<file path="src/rtl/uart_pkg.sv">
// UART shared definitions: FSM state encoding and baud divisor.
// Used by both the receiver and the transmitter.
package uart_pkg;

    typedef enum logic [2:0] {
        ST_IDLE      = 3'd0,
        ST_START     = 3'd1,
        ST_DATA      = 3'd2,
        ST_STOP      = 3'd3,
        ST_WAIT_IDLE = 3'd4
    } uart_state_t;

    function automatic logic [31:0] baud_cycle(
        input int unsigned clk_mhz,
        input int unsigned baud
    );
        return 32'(clk_mhz * 32'd1_000_000 / baud);
    endfunction

endpackage

</file>
<file path="src/rtl/uart_sync.sv">
// Two-flop synchronizer for a single asynchronous input.
// RST_VAL sets the value both flops hold during reset.
module uart_sync #(
    parameter logic RST_VAL = 1'b1
) (
    input  logic clk,
    input  logic rst,
    input  logic d,
    output logic q
);

    logic meta;

    always_ff @(posedge clk or negedge rst) begin
        if (!rst) begin
            meta <= RST_VAL;
            q    <= RST_VAL;
        end else begin
            meta <= d;
            q    <= meta;
        end
    end

endmodule

</file>
<file path="src/rtl/uart_rx.sv">
// UART receiver: 8N1 frames, mid-bit sampling, valid/ready output.
// Output register holds one byte; extra deliveries raise overrun.
module uart_rx
    import uart_pkg::*;
#(
    parameter int CLK_FREQ = 27,
    parameter int BAUD     = 115200
) (
    input  logic       clk,
    input  logic       rst,
    input  logic       rx,
    output logic [7:0] data,
    output logic       valid,
    input  logic       ready,
    output logic       frame_err,
    output logic       overrun
);

    localparam logic [31:0] CYCLE = baud_cycle(CLK_FREQ, BAUD);
    localparam logic [31:0] HALF  = CYCLE >> 1;

    logic        rxs;
    uart_state_t state, state_d;
    logic [31:0] cnt, cnt_d;
    logic [2:0]  bit_cnt, bit_cnt_d;
    logic [7:0]  shreg, shreg_d;
    logic        done, done_d;
    logic        ferr_d;

    uart_sync #(.RST_VAL(1'b1)) u_sync (
        .clk (clk),
        .rst (rst),
        .d   (rx),
        .q   (rxs)
    );

    always_ff @(posedge clk or negedge rst) begin
        if (!rst) begin
            state   <= ST_IDLE;
            cnt     <= '0;
            bit_cnt <= '0;
            shreg   <= '0;
            done    <= 1'b0;
        end else begin
            state   <= state_d;
            cnt     <= cnt_d;
            bit_cnt <= bit_cnt_d;
            shreg   <= shreg_d;
            done    <= done_d;
        end
    end

    always_comb begin
        state_d   = state;
        cnt_d     = cnt + 32'd1;
        bit_cnt_d = bit_cnt;
        shreg_d   = shreg;
        done_d    = 1'b0;
        ferr_d    = 1'b0;
        unique case (state)
            ST_IDLE: begin
                cnt_d     = '0;
                bit_cnt_d = '0;
                if (!rxs) state_d = ST_START;
            end
            ST_START: begin
                if (cnt == HALF - 32'd1) begin
                    cnt_d   = '0;
                    state_d = rxs ? ST_IDLE : ST_DATA;
                end
            end
            ST_DATA: begin
                if (cnt == CYCLE - 32'd1) begin
                    cnt_d          = '0;
                    shreg_d[bit_cnt] = rxs;
                    if (bit_cnt == 3'd7) state_d = ST_STOP;
                    else bit_cnt_d = bit_cnt + 3'd1;
                end
            end
            ST_STOP: begin
                if (cnt == CYCLE - 32'd1) begin
                    cnt_d = '0;
                    if (rxs) begin
                        done_d  = 1'b1;
                        state_d = ST_IDLE;
                    end else begin
                        ferr_d  = 1'b1;
                        state_d = ST_WAIT_IDLE;
                    end
                end
            end
            ST_WAIT_IDLE: begin
                cnt_d = '0;
                if (rxs) state_d = ST_IDLE;
            end
            default: state_d = ST_IDLE;
        endcase
    end

    // done lags the stop sample by one clock; shreg is untouched until
    // the next frame's first data bit, so it is still intact here.
    always_ff @(posedge clk or negedge rst) begin
        if (!rst) begin
            data      <= '0;
            valid     <= 1'b0;
            frame_err <= 1'b0;
            overrun   <= 1'b0;
        end else begin
            frame_err <= ferr_d;
            overrun   <= 1'b0;
            if (done) begin
                if (!valid || ready) begin
                    data  <= shreg;
                    valid <= 1'b1;
                end else begin
                    overrun <= 1'b1;
                end
            end else if (valid && ready) begin
                valid <= 1'b0;
            end
        end
    end

endmodule

</file>
<file path="config.mk">
export PLATFORM = sky130hd
export DESIGN_NAME = uart_rx
export DESIGN_NICKNAME = d
export VERILOG_FILES = /design/src/rtl/uart_pkg.sv /design/src/rtl/uart_sync.sv /design/src/rtl/uart_rx.sv
export SDC_FILE = /design/constraint.sdc
export NUM_CORES = 1
export LEC_CHECK = 0
export CAP_MARGIN = 5
export CORE_MARGIN = 2
export CORE_UTILIZATION = 50
export CTS_BUF_LIST = sky130_fd_sc_hd__clkbuf_2 sky130_fd_sc_hd__clkbuf_4 sky130_fd_sc_hd__clkbuf_8
export DETAILED_ROUTE_END_ITERATION = 10
export PLACE_DENSITY = 0.68
export SLEW_MARGIN = 30
export SYNTH_ARGS = -nofsm -noshare
export SYNTH_HDL_FRONTEND = slang
export SYNTH_SLANG_ARGS = --single-unit
</file>
<file path="constraint.sdc">
create_clock -name clk -period 2.7 [get_ports clk]
set_input_delay 0.54 -clock clk [delete_from_list [all_inputs] [get_ports clk]]
set_output_delay 0.54 -clock clk [all_outputs]
set_load 0.01 [all_outputs]
</file>
After elaboration in Yosys (flattened, before gate mapping):

Index checks and enable logic that the tools add are counted.

* input port bits: 4
* register bits: 60
* logic and storage cells: 73

* multiplexer cells: 29
* reduce and logical (&&, ||, !) cells: 14
* order comparisons: 2
* $add $sub $neg: 2
* equality and inequality tests: 15

Operators with widths (count)
* one-hot mux 32 bit (3 select lines): 1
* two-way mux 32 bit: 2
* adder 32 x 1 -> 32 bit, second input constant: 1
* == test 32 x 7 -> 1 bit, second input constant: 1
* == test 32 x 8 -> 1 bit, second input constant: 1
* two-way mux 3 bit: 9
* one-hot mux 3 bit (5 select lines): 1
* two-way mux 1 bit: 12
* inequality test 2 bit, second input constant: 6
* bitwise mux 8 bit: 1
* == test 3 x 2 -> 1 bit, second input constant: 2
* == test 3 bit, second input constant: 2
* one-hot mux 3 bit (2 select lines): 1
* AND reduction 2 bit: 3
* AND reduction 6 bit: 1
* less-than comparator 3 x 4 -> 1 bit, second input constant: 1
* inequality test 2 x 1 -> 1 bit, second input constant: 2
* nonzero test 2 bit: 2
* OR reduction 2 bit: 2
* adder 3 x 1 -> 3 bit, second input constant: 1
* demux 1 bit (select 3 bit): 1
* == test 3 x 1 -> 1 bit, second input constant: 1
* greater-or-equal comparator 3 x 1 -> 1 bit, second input constant: 1
* zero test 3 bit: 1
* other kinds (5): 6

Depth between registers and ports, before layout:

* word-level depth: 5
* mapped depth: 7
* depth with buffers taken out: 6

Cells and area by module:

From an unflattened synthesis, not the netlist that was laid out.

* cell total of the unflattened synthesis: 279
* area total of the unflattened synthesis: 3035.4 um2

Modules (own cells, without submodules)
* uart_rx: area an instance 2982.9 um2, instances 1, cells each 277
* uart_sync: area an instance 52.6 um2, instances 1, cells each 2

Least setup slack after synthesis:

No wires, ideal clock.

* path type: register -> register
* start point: register cnt[0]
* end point: register cnt[10]
* cell stages (with the launch flop): 8
* library setup time: 0.139 ns
* arrival: 2.058 ns
* path slack: 0.503 ns
* period minus slack after synthesis: 2.197 ns
* path through: dfrtp_1 inv_1 ha_1 or4b_1 or3_1 a2111oi_4 buf_2 nor3_1

* cells in the longest elaborated chain, start to end: 3

Ends and longest elaborated chain
* from (decl): line uart_rx.sv:24 `logic [31:0] cnt, cnt_d;`
* from (signal assigned): line uart_rx.sv:46 `cnt <= cnt_d;`
* adder 32 x 1 -> 32 bit, or another cell as far along: line uart_rx.sv:55 `cnt_d = cnt + 32'd1;`
* two-way mux 32 bit, on equally long branches: line uart_rx.sv:73, uart_rx.sv:81, uart_rx.sv:67
* one-hot mux 32 bit (3 select lines) *: line uart_rx.sv:60 `unique case (state)`
* via cnt_d[10]: line uart_rx.sv:24

The timed path passes the listed nets; every way through them passes the cells marked *.
A chain may end at the register's enable or synchronous reset.

Worst setup path after layout:

* start point: register cnt[0]
* end point: register cnt[30]

The elaborated chain is that of the path after synthesis.

==> results.toml <==
[cts]
cts_resized = 0
htreeDepth = 3
cts_buffer_depth = 2
cts_setup_buffers = 0
cts_hold_buffers = 0
cts_num_sinks = 60
clk_pin_slew_ns = 0.07
insertion_delay_ns = 0.34
numCtsBuffers = 9
root_buffer = "clkbuf_8"
tritoncts = "done"

[power]
vdd.ir_drop.worst_mv = 0.432
leakage_uw = 0.00146
powerDensity_nw_per_um2 = 511

[cells_and_area]
final_cell_mix = "dfrtp_1 (58), nor3_1 (29), nand2_1 (20), nand3_1 (19), mux2_2 (16)"
diodes = 0
stdcell_count = 406
fin_nets = 335
layout-drive-gt1-share_pct = 15.4
finish.utilization_pct = 60.0
final_common_cell = "dfrtp_1"
area_growth_pct = 15.0

[logic_synthesis]
synth_compound_area_share_pct = 10.8
syn_nets = 319
yosysSeqAreaShare_pct = 48.1
synth_xor_area_share_pct = 3.92
ys_seq_elements = 60
yosys.area_share.simple_pct = 25.6
yosys_warnings = 0
muxShareOfSynthArea_pct = 5.76
synthDistinctLibCells = 40
synthAdderAreaFrac_pct = 2.00
synth_top_family_by_area = "simple AND/OR/NAND/NOR gates"
synthesis.area_um2 = 3130
syn_inst = 310
avgSynthCellArea_um2 = 10.1

[worst_setup_path]
critical_path_arrival_ns = 2.64
crit_required_ns = 2.93
setup.worst_path.class = "flop to flop"
critPathMaxFanout = 16
endpoint_kind = "flop"
worst_setup_path_start_kind = "flop"
r2r_slack_ns = 0.29

[timing]
fin_tns_setup_ns = 0
whs_ns = 0.156
slew_viol_final = 0
worst_slew_pin_slew_ns = 0.643
slew_headroom_pct = 56.5
skew_ns = 0.0108
fin_crit_sh_pct = 89.4
fin_crit_ns = 2.41
setup_viol = 0
fmax_mhz = 414
rsz0062_at_grt = "no"
hold_viol_final = 0

[global_routing]
grt_max_degree = 39
grtUsageTotal_pct = 19.1
top_usage_layer = "met2"
grt_pass1_vias = 2315
grt_use_met1_pct = 26.9
grt.overflow.total = 0
gr-usage-met3_pct = 4.08
gr-usage-met2_pct = 28.7
grt_pass1_wl_um = 10900
antenna_found_initial = 0

[route]
vias_per_cell = 5.94
drc = 0
drt_iter0_markers = 111
drt-total-wl_um = 6160
drtAntennaViolNets = 0
vias = 2411
firstDrtPassIters = 4
wire_per_inst_um = 15.2

[floorplan]
fp-row-count = 28
start_util_pct = 52.2
die-area_um2 = 6900
core_um2 = 5990
die_w_um = 83.1
pin_count = 15
die_h_um = 83.1

[place]
place.gp.congestion = 0.835
hpwlAfterDp_um = 4140
dp_cells = 390
port_buffers = 14

[status]
status = "finished clean"

[min_path]
holdCritPathClass = "primary input to asynchronous set/reset pin"

[run]
max_cap_violations = 0
[final timing paths]
check,start,to,cells after the start
worst max-delay path,cnt[0],cnt[30],5
worst min-delay path,rst,cnt[25],1
worst max register to register,cnt[0],cnt[30],5
worst min register to register,u_sync.meta,u_sync.q,0
max in group asynchronous,rst,bit_cnt[0],2
min in group clk,u_sync.meta,u_sync.q,0
[worst max-delay path: stages (launching register included)]
cell,delay [ns]
dfrtp_1,0.42
ha_1,0.23
nand4_1,0.15
or4_1,0.67
or4b_1,0.54
a211oi_1,0.29
[cells in the mapped netlist, drive strengths merged]
cell | number | area, µm²
dfrtp | 58 | 1450
nor3 | 29 | 145
nand2 | 20 | 75.1
nand3 | 19 | 95.1
mux2 | 16 | 180
a211oi | 15 | 128
clkbuf | 14 | 53.8
nor2 | 13 | 48.8
or4 | 12 | 90.1
xnor2 | 12 | 105
inv | 11 | 41.3
nor4 | 11 | 68.8
o21ai | 11 | 55.1
nand4 | 10 | 77.6
or3 | 9 | 56.3
o31ai | 6 | 45.0
buf | 5 | 25.0
ha | 5 | 62.6
a21oi | 3 | 15.0
and4 | 3 | 26.3
o311ai | 3 | 26.3
and3 | 2 | 12.5
dfstp | 2 | 52.6
nand2b | 2 | 12.5
nor2b | 2 | 12.5
nor3b | 2 | 15.0
nor4b | 2 | 17.5
nor4bb | 2 | 20.0
or4b | 2 | 20.0
xor2 | 2 | 17.5
a2111oi | 1 | 27.5
a21o | 1 | 7.51
nand3b | 1 | 7.51
o211ai | 1 | 7.51
o2bb2ai | 1 | 8.76
o31a | 1 | 8.76
o41ai | 1 | 8.76
[area by class of cell]
cell class              instances  area, µm²
clock inverters                 6       87.6
multi-input cells             220       1510
inverters                      11       41.3
fillers                       491       2390
repair buffers                 24        225
flip-flops and latches         60       1500
well taps                      75       93.8
clock buffers                  10        138
[report_power, final]
part | switching [µW] | total (µW) | internal [µW]
combinational | 18.2 | 24.3 | 6.18
sequential | 2.85 | 904 | 901
clock | 366 | 909 | 542
[logic make-up (layout without fill, tap and decap cells)]
group | count (synthesis) | in the layout
mux | 16 | 16
simple gates | 141 | 141
buf+inv | 30 | 51
compound gates | 44 | 44
fa+ha+maj | 5 | 5
flops | 60 | 60
xor+xnor | 14 | 14
[metal layers]
layer | up-vias | routed length, µm | share of wire (%)
met5 | - | 0 | 0
met4 | 0 | 106 | 1.7
met3 | 12 | 172 | 2.8
met2 | 37 | 2820 | 46
met1 | 1168 | 3060 | 50
li1 | 1194 | - | -
[through the flow]
step / power (µW) / area [µm²] / worst slack [ns]
2_1_floorplan: 922 / 3130 / 0.503
3_3_place_gp: 946 / 3370 / 0.336
3_5_place_dp: 946 / 3370 / 0.283
4_1_cts: 1850 / 3590 / 0.273
5_1_grt: 1900 / 3600 / 0.102
6_report: 1840 / 3600 / 0.286
[flip-flops by register name (all words and copies together), names as in the netlist]
register and flops:
frame_err 1, u_sync.q 1, bit_cnt 3, shreg 8
cnt 32, state 3, u_sync.meta 1, data 8
valid 1, overrun 1, done 1
No activity file was read; power rests on OpenSTA's default activity.
